**src/rtl/alu_uart_link_pkg.sv**
```systemverilog
// alu_uart_link_pkg: FSM state type and ALU opcode encodings shared by the link and the ALU.
package alu_uart_link_pkg;
    typedef enum logic [2:0] {
        WAIT_A,
        WAIT_B,
        WAIT_OP,
        EXEC,
        SEND,
        WAIT_TX
    } state_e;

    localparam logic [5:0] OP_ADD = 6'h20;
    localparam logic [5:0] OP_SUB = 6'h22;
    localparam logic [5:0] OP_AND = 6'h24;
    localparam logic [5:0] OP_OR  = 6'h25;
    localparam logic [5:0] OP_XOR = 6'h26;
    localparam logic [5:0] OP_SRA = 6'h03;
    localparam logic [5:0] OP_SRL = 6'h02;
    localparam logic [5:0] OP_NOR = 6'h27;
endpackage

```
**src/rtl/alu_uart_link_op_check.sv**
```systemverilog
// alu_op_check: combinational decoder flagging opcodes the ALU implements (used under ALU_OP_CHECK_EN).
module alu_op_check
    import alu_uart_link_pkg::*;
#(
    parameter int N_OP = 6
) (
    input  logic [N_OP-1:0] op,
    output logic            valid
);
    always_comb begin
        valid = (op == OP_ADD) || (op == OP_SUB) || (op == OP_AND) || (op == OP_OR)
             || (op == OP_XOR) || (op == OP_SRA) || (op == OP_SRL) || (op == OP_NOR);
    end
endmodule

```
**src/rtl/alu_uart_link.sv**
```systemverilog
// alu_uart_link: gathers A, B and opcode bytes from the UART receiver, drives the ALU and sends its result.
// Define ALU_OP_CHECK_EN to reject unsupported opcodes with an op_err pulse instead of transmitting.
module alu_uart_link
    import alu_uart_link_pkg::*;
#(
    parameter int N_BITS = 8,
    parameter int N_OP   = 6
) (
    input  logic              clk,
    input  logic              rst_n,
    input  logic [N_BITS-1:0] rx_data,
    input  logic              rx_valid,
    output logic [N_BITS-1:0] alu_a,
    output logic [N_BITS-1:0] alu_b,
    output logic [N_OP-1:0]   alu_op,
    input  logic [N_BITS-1:0] alu_result,
    output logic [N_BITS-1:0] tx_data,
    output logic              tx_start,
    input  logic              tx_done,
    output logic              busy,
    output logic              op_err
);
    state_e            state_q, state_d;
    logic [N_BITS-1:0] alu_a_q, alu_a_d, alu_b_q, alu_b_d, tx_data_q, tx_data_d;
    logic [N_OP-1:0]   alu_op_q, alu_op_d;
    logic              tx_start_q, tx_start_d, busy_q, busy_d, op_err_q, op_err_d;
    logic              op_ok;

`ifdef ALU_OP_CHECK_EN
    alu_op_check #(.N_OP(N_OP)) u_op_check (
        .op    (rx_data[N_OP-1:0]),
        .valid (op_ok)
    );
`else
    assign op_ok = 1'b1;
`endif

    always_comb begin
        state_d    = state_q;
        alu_a_d    = alu_a_q;
        alu_b_d    = alu_b_q;
        alu_op_d   = alu_op_q;
        tx_data_d  = tx_data_q;
        tx_start_d = 1'b0;
        op_err_d   = 1'b0;
        case (state_q)
            WAIT_A: if (rx_valid) begin
                alu_a_d = rx_data;
                state_d = WAIT_B;
            end
            WAIT_B: if (rx_valid) begin
                alu_b_d = rx_data;
                state_d = WAIT_OP;
            end
            WAIT_OP: if (rx_valid) begin
                if (op_ok) begin
                    alu_op_d = rx_data[N_OP-1:0];
                    state_d  = EXEC;
                end else begin
                    op_err_d = 1'b1;
                    state_d  = WAIT_A;
                end
            end
            // alu_op has been stable for a full cycle here, so the ALU output is settled
            EXEC: begin
                tx_data_d  = alu_result;
                tx_start_d = 1'b1;
                state_d    = SEND;
            end
            SEND:    state_d = WAIT_TX;
            WAIT_TX: if (tx_done) state_d = WAIT_A;
            default: state_d = WAIT_A;
        endcase
        busy_d = (state_d != WAIT_A);
    end

    always_ff @(posedge clk or negedge rst_n) begin
        if (!rst_n) begin
            state_q    <= WAIT_A;
            alu_a_q    <= '0;
            alu_b_q    <= '0;
            alu_op_q   <= '0;
            tx_data_q  <= '0;
            tx_start_q <= 1'b0;
            busy_q     <= 1'b0;
            op_err_q   <= 1'b0;
        end else begin
            state_q    <= state_d;
            alu_a_q    <= alu_a_d;
            alu_b_q    <= alu_b_d;
            alu_op_q   <= alu_op_d;
            tx_data_q  <= tx_data_d;
            tx_start_q <= tx_start_d;
            busy_q     <= busy_d;
            op_err_q   <= op_err_d;
        end
    end

    assign alu_a    = alu_a_q;
    assign alu_b    = alu_b_q;
    assign alu_op   = alu_op_q;
    assign tx_data  = tx_data_q;
    assign tx_start = tx_start_q;
    assign busy     = busy_q;
    assign op_err   = op_err_q;
endmodule

```
**config.mk**
```make
export PLATFORM = sky130hd
export DESIGN_NAME = alu_uart_link
export DESIGN_NICKNAME = d
export VERILOG_FILES = /design/src/rtl/alu_uart_link_pkg.sv /design/src/rtl/alu_uart_link_op_check.sv /design/src/rtl/alu_uart_link.sv
export SDC_FILE = /design/constraint.sdc
export NUM_CORES = 1
export LEC_CHECK = 0
export CORE_MARGIN = 1.5
export CORE_UTILIZATION = 38
export DETAILED_ROUTE_END_ITERATION = 6
export PLACE_DENSITY = 0.81
export SYNTH_ARGS = -nofsm -noshare
export SYNTH_HDL_FRONTEND = slang
export SYNTH_SLANG_ARGS = --single-unit
```
**constraint.sdc**
```tcl
create_clock -name clk -period 1.4 [get_ports clk]
set_clock_uncertainty 0.05 [all_clocks]
set_input_delay 0.14 -clock clk [delete_from_list [all_inputs] [get_ports clk]]
set_output_delay 0.14 -clock clk [all_outputs]
set_load 0.01 [all_outputs]
```
# Word-level counts from Yosys, hierarchy flattened
# Cells that the tools add are included.
# totals
register_bits	35
output_inout_bits	33
word_cells	23
# op_classes
n_eq_ne	5
muxes	6
reduce_logical	5
# ops
cell	n
$pmux 3 s6	1
$mux 3	4
$eq 3x2->1 const B	2
$eq 3x3->1 const B	2
$reduce_and 2->1	3
$eq 3x1->1 const B	1
$logic_not 3->1	1
$reduce_bool 3->1	1
$mux 1	1

# Logic depth before layout (Yosys ltp)
# depth
word_depth	3
depth_mapped	4
mapped_depth_nobuf	3

# Worst setup path after synthesis
# OpenSTA, ideal clock, no wires.
# synth_timing
path_type	register -> register
start	register state_q[2]
end	register alu_a_q[0], in the netlist alu_a[0]
setup_time_ns	0.125
t_arrival_ns	1.210
required_time_ns	1.225
path_slack_ns	0.015
stages_incl_launch_ff	4
n_path_buf	0
path_cell_list	dfrtp_1 -> nand2b_4 -> nor3_4 -> mux2_2
# synth_between
elab_chain_len	2
# synth_lines
item	line	text
start, declared	alu_uart_link.sv:23	state_e state_q, state_d;
start signal, assigned	alu_uart_link.sv:88	state_q <= state_d;
$logic_not 3->1	alu_uart_link.sv:46	case (state_q)
$reduce_and 2->1 (no line)	-	
end signal, assigned	alu_uart_link.sv:89	alu_a_q <= alu_a_d;
end, declared	alu_uart_link.sv:24	logic [N_BITS-1:0] alu_a_q, alu_a_d, alu_b_q, alu_b_d, tx_data_q, tx_data_d;
# Every way passes these cells.
# A chain may end at the register's enable or synchronous reset.

# Worst setup path in the final report
# Same ends and word-level chain as after synthesis.

==> impl_metrics.csv <==
group,metric,value,unit
status,status,"finished with violations",
status,failed_checks,"setup timing",
flow_run,drv_cap,0,
critical_path,start_kind,"register",
logic_synthesis,synth_xor_area_share,0,%
global_routing,overflow,0,
layout,antennaDiodeCount,0,
logic_synthesis,ys_seq_area_share,63.9,%
layout,final_cells,199,
hold_path,hold_path.class,"in -> async",
critical_path,crit_arrival,1600,ps
critical_path,crit_fanout,8,
floorplanning,die-height,63.1,um
power,power_density,2220,nW/um^2
global_routing,grt_util_all_layers,16.2,%
logic_synthesis,avgSynthCellArea,15.6,sq um
clocking,cts-root-buf,"clkbuf_4",
logic_synthesis,muxShareOfSynthArea,24.6,%
detailed_routing,drtPass1Iterations,4,
layout,drive_gt1_share,34.0,%
logic_synthesis,ys_ff_latch,35,
logic_synthesis,synth_compound_area_share,1.64,%
power,swShare,32.0,%
timing,hold_ws,143,ps
detailed_routing,drc,0,
clocking,cts.sinks,35,
clocking,clk_pin_slew,100,ps
floorplanning,dieArea,3980,sq um
timing,max_clock_freq,698,MHz
layout,nFillCells,278,
detailed_routing,vias,960,
layout,fin_nets,172,
detailed_routing,drtIter0Drc,60,
power,comb_power_share,49.1,%
layout,utilization,62.9,%
timing,rsz0062_at_grt,"yes",
layout,area_growth,55.6,%
detailed_routing,antenna_left,0,
timing,setup_slack,-33.1,ps
logic_synthesis,synth_top_family_by_area,"multiplexers",
clocking,clkLatencyLatePin,320,ps
timing,hold_viol,0,
logic_synthesis,yosys.area_share.simple,8.03,%
floorplanning,io_pins,53,
power,ir_worst_vdd,1.16,mV
logic_synthesis,synth_warnings,0,
critical_path,required,1560,ps
critical_path,worst_setup_path_end_kind,"register",
clocking,cts_tree,"built",
logic_synthesis,ys_types,18,
place,routabilityCongestion,0.731,
detailed_routing,wire_per_inst,15.3,um
timing,maxSlewViolCount,0,
timing,fin_crit_sh,102,%
power,p_sw,1.51,mW
layout,multiInputGateArea,527,sq um
logic_synthesis,synth_nets,108,
layout,seq_area,877,sq um
floorplanning,die_w,63.1,um
floorplanning,rows,21,
power,p_int,3.22,mW
critical_path,path_class,"reg -> reg",
power,power.leakage,1.00,nW
logic_synthesis,synth_area,1370,sq um
power,power,4.73,mW
place,dpl_cell_area,2020,sq um
clocking,cts_buffers,5,
timing,finalSetupViolCount,14,
logic_synthesis,yosysTopAreaCellShare,63.9,%
floorplanning,start_util,40.5,%
logic_synthesis,syn_inst,88,
global_routing,grt_max_degree,36,
layout,finalInstanceArea,2130,sq um
clocking,htreeDepth,2,
global_routing,grt_pass1_wl,4820,um
global_routing,antenna_found_initial,0,
detailed_routing,via_per_inst,4.82,
place,hpwl,2150,um
timing,fin_crit,1430,ps
logic_synthesis,synth_area_leaders,"dfrtp_1 64%, mux2_2 25%, nor2_4 1.6%",
logic_synthesis,synthAdderAreaFrac,0,%
detailed_routing,routed_wl,3040,um
place,port_buffers,51,
logic_synthesis,yosys.area.top_type,"dfrtp_1",
power,pwr-share-seq,38.3,%
global_routing,grt_pass1_vias,970,
clocking,clockBufferDepth,2,
place,place_inst,190,
power,clkPwrFrac,12.7,%
floorplanning,core_area,3390,sq um
==> cell usage in the layout, fill, tap and decap left out, types with 2 or more instances in the layout <==
master | netlist | routed
dfrtp_1 | 35 | 34
dlygate4sd2_1 | 0 | 30
clkdlybuf4s50_1 | 0 | 19
mux2_2 | 30 | 18
mux2_4 | 0 | 12
clkbuf_4 | 0 | 5
buf_12 | 0 | 4
buf_4 | 1 | 4
nand2b_4 | 1 | 2
nand3b_1 | 2 | 2
a21oi_1 | 2 | 2
nand2b_1 | 3 | 2
nor3_1 | 2 | 2
nor2_4 | 2 | 2
clkbuf_8 | 0 | 2
dlymetal6s2s_1 | 0 | 2
==> power by group through the flow <==
stage,Combinational [mW],Clock [mW],Sequential (mW)
2_1_floorplan,0.862,0,2.02
3_3_place_gp,2.36,0,1.79
3_5_place_dp,2.44,0,1.82
4_1_cts,2.18,0.624,1.79
5_1_grt,2.48,0.675,1.87
6_report,2.32,0.600,1.81
==> worst max-delay path: stages, from the launching register on <==
cell and delay (ps):
dfrtp_1 400, nand2b_4 190, nor3_4 200, buf_12 160, mux2_2 330
==> cell type report <==
class                      count  area share (%)
clock buffer                   8            3.23
inverter                       1           0.176
multi-input combinational     49            24.7
sequential                    35            41.1
tap                           46            2.70
timing repair buffer          60            28.1
==> layer usage <==
metal  global-route usage [%]  up-vias  part of all wire [%]
met4                     7.50        0                   1.7
met2                     27.1       39                    54
met5                        0        -                     0
li1                         -      429                     -
met3                     5.36        4                   5.3
met1                     18.7      488                    39
==> sequential cells by signal, summed over array words and instances, names as in the netlist <==
signal and count:
alu_a 8, alu_b 8, alu_op 6, busy 1, state_q 3, tx_data 8
tx_start 1
==> through the flow <==
step | setup slack, ps | TNS [ps]
6_report | -33.1 | -127
5_1_grt | -72.4 | -869
4_1_cts | -11.6 | -34.5
3_5_place_dp | -192 | -3620
3_3_place_gp | -161 | -3120
2_1_floorplan | 14.8 | 0
==> cells in the mapped netlist <==
cell type and number:
or3_1 1, a21oi_1 2, dfrtp_1 35, nor2_4 2, conb_1 1, nand3b_1 2
buf_4 1, nor3_1 2, a21o_1 1, nor3_4 1, nand2b_1 3, nor2_1 1
nand2b_4 1, mux2_2 30, o21ai_0 1, nand2_1 1, buf_2 2, inv_1 1
==> final timing paths <==
kind / startpoint / to / slack, ps / cells past startpoint
setup / recovery: state_q[2]$_DFF_PN0_ / alu_a[0]$_DFFE_PN0P_ / -30 / 4
hold / removal: rst_n / alu_op[4]$_DFFE_PN0P_ / 140 / 2
setup reg to reg: state_q[2]$_DFF_PN0_ / alu_a[0]$_DFFE_PN0P_ / -30 / 4
hold reg to reg: alu_b[6]$_DFFE_PN0P_ / alu_b[6]$_DFFE_PN0P_ / 460 / 1
max in group asynchronous: rst_n / state_q[0]$_DFF_PN0_ / 970 / 2
min in group clk: alu_result[5] / tx_data[5]$_DFFE_PN0P_ / 380 / 2
==> cells by family (layout without fill, tap and decap cells) <==
group                  Yosys count  after routing
buffers and inverters            4             69
DFF                             35             35
muxes                           30             30
AOI/OAI and AO/OA                4              4
other                            1              1
and+or+nand+nor                 14             14
==> what timing repair did <==
action | CTS | global route
setup endpoints to repair | 45 | 24
hold endpoints to repair | 0 | 0
gates resized for setup | 31 | 16
hold buffers | 0 | 0
pin swaps | 2 | 2
setup buffers | 1 | 0
(Power assumes the default switching activity.)
